<file path="config.mk">
export PLATFORM = sky130hd
export DESIGN_NAME = adc_serial_sampler_flat
export DESIGN_NICKNAME = d
export VERILOG_FILES = /design/src/rtl/adc_pkg.sv /design/src/rtl/adc_serial_sampler_if.sv /design/src/rtl/clk_en_div.sv /design/src/rtl/adc_serial_sampler.sv /design/src/flat_wrapper.sv
export SDC_FILE = /design/constraint.sdc
export NUM_CORES = 1
export LEC_CHECK = 0
export ABC_AREA = 1
export CORE_ASPECT_RATIO = 0.5
export CORE_MARGIN = 5
export CORE_UTILIZATION = 60
export CTS_BUF_LIST = sky130_fd_sc_hd__clkbuf_4 sky130_fd_sc_hd__clkbuf_8
export CTS_CLUSTER_SIZE = 20
export DETAILED_ROUTE_END_ITERATION = 6
export PLACE_DENSITY_LB_ADDON = 0.05
export SETUP_SLACK_MARGIN = 0.5
export SYNTH_ARGS = -nofsm -noshare
export SYNTH_HDL_FRONTEND = slang
export SYNTH_SLANG_ARGS = --single-unit
</file>
<file path="constraint.sdc">
create_clock -name clk -period 3.13 [get_ports clk]
set_input_delay 0.939 -clock clk [delete_from_list [all_inputs] [get_ports clk]]
set_output_delay 0.939 -clock clk [all_outputs]
set_load 0.1 [all_outputs]
</file>
<file path="src/rtl/adc_pkg.sv">
// Shared definitions for the serial ADC front end: FSM encoding and default
// AD7477-style frame geometry (4 leading zeros, 10 data bits, 2 trailing).
package adc_pkg;

  typedef logic [1:0] state_t;

  localparam logic [1:0] S_IDLE  = 2'd0;
  localparam logic [1:0] S_SETUP = 2'd1;
  localparam logic [1:0] S_SHIFT = 2'd2;
  localparam logic [1:0] S_QUIET = 2'd3;

  localparam int ADC_FRAME_BITS = 16;
  localparam int ADC_LEAD_BITS  = 4;
  localparam int ADC_DATA_BITS  = 10;

endpackage

</file>
<file path="src/rtl/adc_serial_sampler_if.sv">
// Bundle of the sampler's control, ADC pin and sample-output signals.
// The sampler uses the master view; the ADC and sample consumer use slave.
interface adc_serial_sampler_if #(
  parameter int DATA_BITS = 10
) ();

  logic                 start;
  logic                 continuous;
  logic                 sdata;
  logic                 cs_n;
  logic                 sclk;
  logic [DATA_BITS-1:0] sample;
  logic                 sample_valid;
  logic                 lead_err;
  logic                 busy;

  modport master (
    input  start,
    input  continuous,
    input  sdata,
    output cs_n,
    output sclk,
    output sample,
    output sample_valid,
    output lead_err,
    output busy
  );

  modport slave (
    output start,
    output continuous,
    output sdata,
    input  cs_n,
    input  sclk,
    input  sample,
    input  sample_valid,
    input  lead_err,
    input  busy
  );

endinterface

</file>
<file path="src/rtl/clk_en_div.sv">
// Clock-enable divider: tick pulses for one clk cycle every CLK_DIV enabled
// cycles; clr restarts the count so every FSM state begins a fresh half-period.
module clk_en_div #(
  parameter int CLK_DIV = 7
) (
  input  logic clk,
  input  logic rst,
  input  logic en,
  input  logic clr,
  output logic tick
);

  localparam int              CW   = $clog2(CLK_DIV + 1);
  localparam logic [CW-1:0]   LAST = CW'(CLK_DIV - 1);

  logic [CW-1:0] div_cnt_q, div_cnt_d;

  assign tick = en && (div_cnt_q == LAST);

  // NOTE: every variable gets a default at the top of always_comb, so no
  // branch can leave it unassigned and infer a latch.
  always_comb begin
    div_cnt_d = div_cnt_q;
    if (clr || tick) begin
      div_cnt_d = '0;
    end else if (en) begin
      div_cnt_d = div_cnt_q + 1'b1;
    end
  end

  // NOTE: non-blocking assignments so every register samples pre-edge values,
  // independent of the order the always blocks are evaluated in.
  always_ff @(posedge clk) begin
    if (rst) begin
      div_cnt_q <= '0;
    end else begin
      div_cnt_q <= div_cnt_d;
    end
  end

endmodule

</file>
<file path="src/rtl/adc_serial_sampler.sv">
// Serial ADC front end: drives cs_n/sclk from clk via clock enables, shifts in
// one frame MSB first and presents the data field with a one-cycle strobe.
module adc_serial_sampler
  import adc_pkg::*;
#(
  parameter int CLK_DIV      = 7,
  parameter int FRAME_BITS   = ADC_FRAME_BITS,
  parameter int LEAD_BITS    = ADC_LEAD_BITS,
  parameter int DATA_BITS    = ADC_DATA_BITS,
  parameter int QUIET_CYCLES = 50
) (
  input logic                  clk,
  input logic                  rst,
  adc_serial_sampler_if.master bus
);

  localparam int              BW        = $clog2(FRAME_BITS + 1);
  localparam int              QW        = $clog2(QUIET_CYCLES + 1);
  localparam logic [BW-1:0]   BITS_LAST = BW'(FRAME_BITS);
  localparam logic [QW-1:0]   QUIET_END = QW'(QUIET_CYCLES - 1);

  state_t                state_q, state_d;
  logic                  cs_n_q, cs_n_d;
  logic                  sclk_q, sclk_d;
  logic [BW-1:0]         bit_cnt_q, bit_cnt_d;
  logic [QW-1:0]         quiet_cnt_q, quiet_cnt_d;
  logic [FRAME_BITS-1:0] shift_q, shift_d;
  logic [DATA_BITS-1:0]  sample_q, sample_d;
  logic                  valid_q, valid_d;
  logic                  lead_err_q, lead_err_d;

  logic tick;
  logic div_en;
  logic div_clr;

  assign div_en  = (state_q == S_SETUP) || (state_q == S_SHIFT);
  assign div_clr = (state_d != state_q);

  clk_en_div #(
    .CLK_DIV (CLK_DIV)
  ) u_div (
    .clk  (clk),
    .rst  (rst),
    .en   (div_en),
    .clr  (div_clr),
    .tick (tick)
  );

  always_comb begin
    state_d     = state_q;
    sclk_d      = sclk_q;
    bit_cnt_d   = bit_cnt_q;
    quiet_cnt_d = quiet_cnt_q;
    shift_d     = shift_q;
    sample_d    = sample_q;
    valid_d     = 1'b0;
    lead_err_d  = 1'b0;

    case (state_q)
      S_IDLE: begin
        sclk_d = 1'b1;
        if (bus.start || bus.continuous) begin
          state_d = S_SETUP;
        end
      end

      S_SETUP: begin
        if (tick) begin
          state_d   = S_SHIFT;
          sclk_d    = 1'b0;
          bit_cnt_d = '0;
        end
      end

      S_SHIFT: begin
        if (tick) begin
          if (!sclk_q) begin
            sclk_d    = 1'b1;
            shift_d   = FRAME_BITS'({shift_q, bus.sdata});
            bit_cnt_d = bit_cnt_q + 1'b1;
          end else if (bit_cnt_q == BITS_LAST) begin
            // The last sclk high half-period completes before cs_n rises, so
            // the frame spans FRAME_BITS full sclk periods; sclk stays high.
            state_d     = S_QUIET;
            quiet_cnt_d = '0;
            sample_d    = shift_q[FRAME_BITS-1-LEAD_BITS -: DATA_BITS];
            valid_d     = 1'b1;
            lead_err_d  = |shift_q[FRAME_BITS-1 -: LEAD_BITS];
          end else begin
            sclk_d = 1'b0;
          end
        end
      end

      S_QUIET: begin
        sclk_d = 1'b1;
        if (quiet_cnt_q == QUIET_END) begin
          quiet_cnt_d = '0;
          state_d     = bus.continuous ? S_SETUP : S_IDLE;
        end else begin
          quiet_cnt_d = quiet_cnt_q + 1'b1;
        end
      end

      default: state_d = S_IDLE;
    endcase

    cs_n_d = !((state_d == S_SETUP) || (state_d == S_SHIFT));
  end

  always_ff @(posedge clk) begin
    if (rst) begin
      state_q     <= S_IDLE;
      cs_n_q      <= 1'b1;
      sclk_q      <= 1'b1;
      bit_cnt_q   <= '0;
      quiet_cnt_q <= '0;
      shift_q     <= '0;
      sample_q    <= '0;
      valid_q     <= 1'b0;
      lead_err_q  <= 1'b0;
    end else begin
      state_q     <= state_d;
      cs_n_q      <= cs_n_d;
      sclk_q      <= sclk_d;
      bit_cnt_q   <= bit_cnt_d;
      quiet_cnt_q <= quiet_cnt_d;
      shift_q     <= shift_d;
      sample_q    <= sample_d;
      valid_q     <= valid_d;
      lead_err_q  <= lead_err_d;
    end
  end

  assign bus.cs_n         = cs_n_q;
  assign bus.sclk         = sclk_q;
  assign bus.sample       = sample_q;
  assign bus.sample_valid = valid_q;
  assign bus.lead_err     = lead_err_q;
  assign bus.busy         = (state_q != S_IDLE);

endmodule
</file>
<file path="src/flat_wrapper.sv">
// flat-port wrapper written by rule: the top's interface ports become plain ports
module adc_serial_sampler_flat import adc_pkg::*;
#(
  parameter int CLK_DIV      = 7,
  parameter int FRAME_BITS   = ADC_FRAME_BITS,
  parameter int LEAD_BITS    = ADC_LEAD_BITS,
  parameter int DATA_BITS    = ADC_DATA_BITS,
  parameter int QUIET_CYCLES = 50
)
  (clk, rst, bus_start, bus_continuous, bus_sdata, bus_cs_n, bus_sclk, bus_sample, bus_sample_valid, bus_lead_err, bus_busy);
  adc_serial_sampler_if #(.DATA_BITS(DATA_BITS)) bus_i ();
  input logic clk;
  input logic rst;
  input wire logic [$bits(bus_i.start)-1:0] bus_start;
  input wire logic [$bits(bus_i.continuous)-1:0] bus_continuous;
  input wire logic [$bits(bus_i.sdata)-1:0] bus_sdata;
  output wire logic [$bits(bus_i.cs_n)-1:0] bus_cs_n;
  output wire logic [$bits(bus_i.sclk)-1:0] bus_sclk;
  output wire logic [$bits(bus_i.sample)-1:0] bus_sample;
  output wire logic [$bits(bus_i.sample_valid)-1:0] bus_sample_valid;
  output wire logic [$bits(bus_i.lead_err)-1:0] bus_lead_err;
  output wire logic [$bits(bus_i.busy)-1:0] bus_busy;
  assign bus_i.start = bus_start;
  assign bus_i.continuous = bus_continuous;
  assign bus_i.sdata = bus_sdata;
  assign bus_cs_n = bus_i.cs_n;
  assign bus_sclk = bus_i.sclk;
  assign bus_sample = bus_i.sample;
  assign bus_sample_valid = bus_i.sample_valid;
  assign bus_lead_err = bus_i.lead_err;
  assign bus_busy = bus_i.busy;
  adc_serial_sampler #(.CLK_DIV(CLK_DIV), .FRAME_BITS(FRAME_BITS), .LEAD_BITS(LEAD_BITS), .DATA_BITS(DATA_BITS), .QUIET_CYCLES(QUIET_CYCLES)) u_core (.clk(clk), .rst(rst), .bus(bus_i));
endmodule
</file>
==> results.txt, run 1 <==
Most frequent cells in the layout: nor2_1, dfxtp_1, nand2_1, inv_1
Seq/Total Area, Yosys: 43.1%
Filler cell count: 292
Mux share of post-synthesis cell area: 0%
Average cell area after synthesis: 7.74 um2
Placed instance count: 338
Largest family of logic cells by synthesized area: simple AND/OR/NAND/NOR gates
Global-route wire length before repair: 6.71 mm
Worst-Skew Late Latency: 0.30 ns
Number of antenna diodes: 0
Top cell type's share of synthesized area: 43.1%
Tightest Hold Check Type: flop to flop
Non-Filler Instances: 346
Status: complete, no violations
Number of flops mapped to enable cells by yosys: 0
Critical path fanouts, max: 6
Vias in the first global route: 1,583
Reg clk slew, reported paths: 0.08 ns
Number of port buffers: 19
Most common cell after layout, fill and taps aside: nor2_1
Post-Synth Simple-Gate Area: 29.1%
Total power: 1.63 mW
TritonRoute pass-1 iters: 4
Final Hold Viols: 0
FMAX: 430 MHz
Area Growth Syn to Fin: 13.9%
Setup crit end kind: output pin
Drt drc: 0
# clock sinks: 46
Core Area: 3430 um2
Detail Placement HPWL: 2.77 mm
# rows: 15
Drt initial violations: 67
Total grt overflow: 0
Worst Path Required: 2.19 ns
Routed wire per std cell: 11.4 um
Max-Cap Viols: 0
Critical Path Source Type: flop
PD cells: 671 nW/um2
Adder-cell share of the synthesized area: 6.44%
Worst vdd ir: 757 uV
Setup_tns: 0 ns
CTS tree: yes
Share of cells above drive strength 1: 14.9%
Area contributors post-synth: dfxtp_1, nor2_1, nand2_1
Post-synth top flop: dfxtp_1
Synth Area in Compound Gates: 12.4%
Worst-Margin Slew: 0.474 ns
Flops & latches, synth: 46
ANT nets after route: 0
Initial core utilization: 62.2%
Min Clock Period, post-route: 2.33 ns
Async S/R FF share, synth: 0%
Final Max Slew Viols: 0
Post-CTS Setup Bufs: 0
Clk buf depth: 2
Vias per Instance: 5.05
GP Congestion: 0.829
Die Span Y: 52.2 um
I/O Pins: 20
RSZ-0062 raised after global routing: false
Skew final: 0.00255 ns
Root buf cell: clkbuf_8
Syn Nets: 292
Htree depth: 2
Worst hold margin: 0.464 ns
Slew headroom: 68.4%
Xor/xnor share of the synthesized area: 1.64%
DIE WIDTH: 94.4 um
WP data arrival: 1.39 ns
Largest area contributor in the netlist: dfxtp_1
Period utilization: 74.4%
Initial antenna violation count: 0
Vias: 1,747
Library cells used by synthesis: 35
Number of synthesis warnings: 0
Mapped Cells: 276
Global-route usage over all layers: 17.7%
Fin nets: 310
LEAKAGE: 1.07 nW
WS Path Type: flop to output pin
Pin count of the biggest net entering global routing: 20
Final setup viols: 0
Fin util: 70.8%
CTS Buf Count: 5
Cell Area, Synth: 2140 um2
Die area: 4930 um2
Final WL: 3.95 mm
[cells in the mapped netlist (3+ instances only)]
cell and count:
ha_1 11, clkbuf_1 3, inv_2 6, nand3_1 21, nand2_1 41, a21oi_1 16, inv_1 22, buf_2 4
nor3_1 5, dfxtp_1 46, o21ai_0 21, nor2_2 3, nor2_1 48
[cell families after synthesis]
kind of cell    count (synthesis)
xor+xnor                        4
simple gates                  131
flops                          46
buf+inv                        38
fa+ha+maj                      11
compound gates                 46
[per-layer routing]
layer  up-vias  GRT usage, %  part of all wire, %
met5         -             0                    0
met4         0          7.91                  1.6
met3         7          5.45                  4.5
met2        21          31.0                   45
met1       791          20.2                   49
li1        928             -                    -
[power breakdown]
part | internal [mW] | total, mW | switching (mW)
registers | 0.618 | 0.650 | 0.0320
clock network | 0.247 | 0.450 | 0.204
logic | 0.153 | 0.531 | 0.378
[sequential cells by signal, indices dropped and copies added, names as in the netlist, 2 cells and up]
signal / count
u_core.shift_q: 16
u_core.state_q: 2
u_core.quiet_cnt_q: 6
u_core.bus.sample: 10
u_core.bit_cnt_q: 5
u_core.u_div.div_cnt_q: 3
[layout make-up]
type                    instances  area, um2  area share (%)
multi-input cells             192       1060            43.8
flip-flops and latches         46        921            37.9
repair buffers                 20        160            6.58
inverters                      29        109            4.48
clock buffers                   6       76.3            3.14
well taps                      51       63.8            2.62
clock inverters                 2       37.5            1.54
[repair_timing]
action                                  CTS  global route
endpoints found under the setup margin    0             6
hold buffers                              0             0
gates resized for setup                   0             1
hold endpoints to repair                  0             0
[worst max-delay path, cell delays in order (launching register included)]
cell,delay [ns]
dfxtp_1,0.40
inv_1,0.14
ha_1,0.22
inv_1,0.05
buf_4,0.27
[stage by stage]
stage               cell area (um2)  setup WS (ns)
floorplan                      2140          0.935
global placement               2310          0.781
detailed placement             2310          0.677
CTS                            2430          0.649
global route                   2430          0.628
finish                         2430          0.802
[final timing paths]
path	from	endpoint	slack (ns)	depth (start not counted)
worst min-delay path	u_core.bus.sample[3]	u_core.bus.sample[3]	0.46	2
worst max register to register	u_core.state_q[1]	u_core.u_div.div_cnt_q[1]	0.81	11
worst min register to register	u_core.bus.sample[3]	u_core.bus.sample[3]	0.46	2
worst max-delay path	u_core.state_q[0]	bus_busy	0.80	4
(Power assumes the default switching activity.)
==> run 2, diff against run 1 <==
--- a/config.mk
+++ b/config.mk
@@ -8,7 +8,7 @@
 export ABC_AREA = 1
 export CORE_ASPECT_RATIO = 0.5
 export CORE_MARGIN = 5
-export CORE_UTILIZATION = 60
+export CORE_UTILIZATION = 59
 export CTS_BUF_LIST = sky130_fd_sc_hd__clkbuf_4 sky130_fd_sc_hd__clkbuf_8
 export CTS_CLUSTER_SIZE = 20
 export DETAILED_ROUTE_END_ITERATION = 6
==> constraint.sdc (replaced) <==
create_clock -name clk -period 2.39 [get_ports clk]
set_input_delay 0.717 -clock clk [delete_from_list [all_inputs] [get_ports clk]]
set_output_delay 0.717 -clock clk [all_outputs]
set_load 0.1 [all_outputs]
==> run 2 against run 1 <==
Clock power up 30%; non-clock buffer count up 9; largest power group unchanged; combinational power up 58%; first-iteration DRC count up 1.5%; register-to-register slack worse by 0.17 ns; core utilization up 2.8 points; sequential cell count unchanged; critical path type unchanged; worst setup slack worse by 0.28 ns.
==> results.txt, run 2 (same netlist as run 1, synthesis figures left out) <==
# rows: 15 (unchanged)
Routed wire per std cell: 12.5 um (+9.2%)
Status: complete, no violations
GP Congestion: 0.844 (+1.9%)
Skew final: 0.00495 ns (+0.00240 ns)
Non-Filler Instances: 355 (+2.6%)
Root buf cell: clkbuf_8
Initial antenna violation count: 0 (unchanged)
Pin count of the biggest net entering global routing: 18 (-10%)
Critical path fanouts, max: 5 (-1)
Drt drc: 0 (unchanged)
Setup crit end kind: output pin
Total grt overflow: 0 (unchanged)
Max-Cap Viols: 0 (unchanged)
Placed instance count: 342 (+1.2%)
Htree depth: 2 (unchanged)
DIE WIDTH: 95.1 um (+0.76%)
Global-route wire length before repair: 7.60 mm (+13%)
Worst-Skew Late Latency: 0.29 ns (about the same)
Final Hold Viols: 0 (unchanged)
Most frequent cells in the layout: nor2_1, dfxtp_1, nand2_1, buf_4
WS Path Type: flop to output pin
Core Area: 3450 um2 (+0.55%)
Die area: 5000 um2 (+1.4%)
Initial core utilization: 61.8% (-0.34 points)
Final setup viols: 0 (unchanged)
Worst-Margin Slew: 0.359 ns (-0.115 ns)
# clock sinks: 46 (unchanged)
Share of cells above drive strength 1: 20.1% (+5.2 points)
Detail Placement HPWL: 2.99 mm (+7.9%)
Final WL: 4.43 mm (+12%)
Most flops, register: u_core.shift_q
Final Max Slew Viols: 0 (unchanged)
ANT nets after route: 0 (unchanged)
Vias: 1,831 (+4.8%)
WP data arrival: 1.15 ns (-0.24 ns)
Total power: 2.30 mW (+41%)
Area Growth Syn to Fin: 19.1%
CP cell instances: inv_6, ha_4, clkinvlp_4, buf_12
Most common cell after layout, fill and taps aside: nor2_1
Max incr delay on CP: 0.38 ns (-0.02 ns)
Setup_tns: 0 ns (unchanged)
PD cells: 904 nW/um2 (+35%)
I/O Pins: 20 (unchanged)
LEAKAGE: 1.11 nW (+4.5%)
Slew headroom: 75.9% (+7.5 points)
Fin nets: 319 (+2.9%)
Slowest CP cell: dfxtp_4
Die Span Y: 52.5 um (+0.68%)
Tightest Hold Check Type: flop to flop
CTS Buf Count: 5 (unchanged)
Number of flip-flops in the largest register: 16 (unchanged)
Reg clk slew, reported paths: 0.09 ns (about the same)
Period utilization: 78.1%
Global-route usage over all layers: 19.5% (+1.8 points)
Worst vdd ir: 762 uV (+0.66%)
Number of antenna diodes: 0 (unchanged)
Place WS: 0.267 ns (-0.410 ns)
Number of port buffers: 19 (unchanged)
Min Clock Period, post-route: 1.87 ns
TritonRoute pass-1 iters: 4 (unchanged)
Setup slack after layout: 0.523 ns (-0.279 ns)
FMAX: 536 MHz
Clk buf depth: 2 (unchanged)
Vias per Instance: 5.16 (+2.2%)
Worst Path Required: 1.67 ns (-0.52 ns)
RSZ-0062 raised after global routing: true
CTS tree: yes
Drt initial violations: 68 (+1.5%)
Critical Path Source Type: flop
Worst hold margin: 0.465 ns (+0.000750 ns)
Vias in the first global route: 1,772 (+12%)
## run 2: final cells by class
type	instances	area (um2)
Timing Repair Buffer	29	240
Sequential cell	46	930
Clock inverter	3	43.8
Inverter	29	123
Multi-Input combinational cell	192	1070
Clock buffer	5	68.8
Fill cell	289	910
Tap cell	51	63.8
## run 2: report_power, final
part / internal [mW] / switching (mW)
Sequential: 0.819 / 0.0553
Combinational: 0.294 / 0.547
Clock: 0.314 / 0.272
## run 2: layer usage
layer  track usage [%]  wire (um)
met5                 0          0
met4              4.07         15
met3              5.45        207
met2              35.2       2160
met1              23.3       2050
## run 2: worst max-delay path, delay by kind of cell (launching register included)
kind | cells | cell delay [ns]
DFF | 1 | 0.38
buffers and inverters | 3 | 0.34
adders and majority gates | 1 | 0.14
## run 2: through the flow
step	area (um2)	util [%]
3_5_place_dp	2360	68.4
2_1_floorplan	2140	-
6_report	2540	73.7
4_1_cts	2500	72.3
3_3_place_gp	2360	68.4
5_1_grt	2540	73.7
## run 2: repair_timing
action	CTS	global route
resized for setup	9	4
pin swaps	0	2
buffers inserted	0	5
hold buffers	0	0
endpoints found under the setup margin	17	13
## run 2: worst paths after layout
kind / startpoint / end / slack [ns] / depth (start not counted)
setup reg to reg: u_core.state_q[0] / u_core.u_div.div_cnt_q[0] / 0.64 / 12
setup / recovery: u_core.state_q[0] / bus_busy / 0.52 / 4
hold reg to reg: u_core.bus.sample[8] / u_core.bus.sample[8] / 0.46 / 2
hold / removal: u_core.bus.sample[8] / u_core.bus.sample[8] / 0.46 / 2
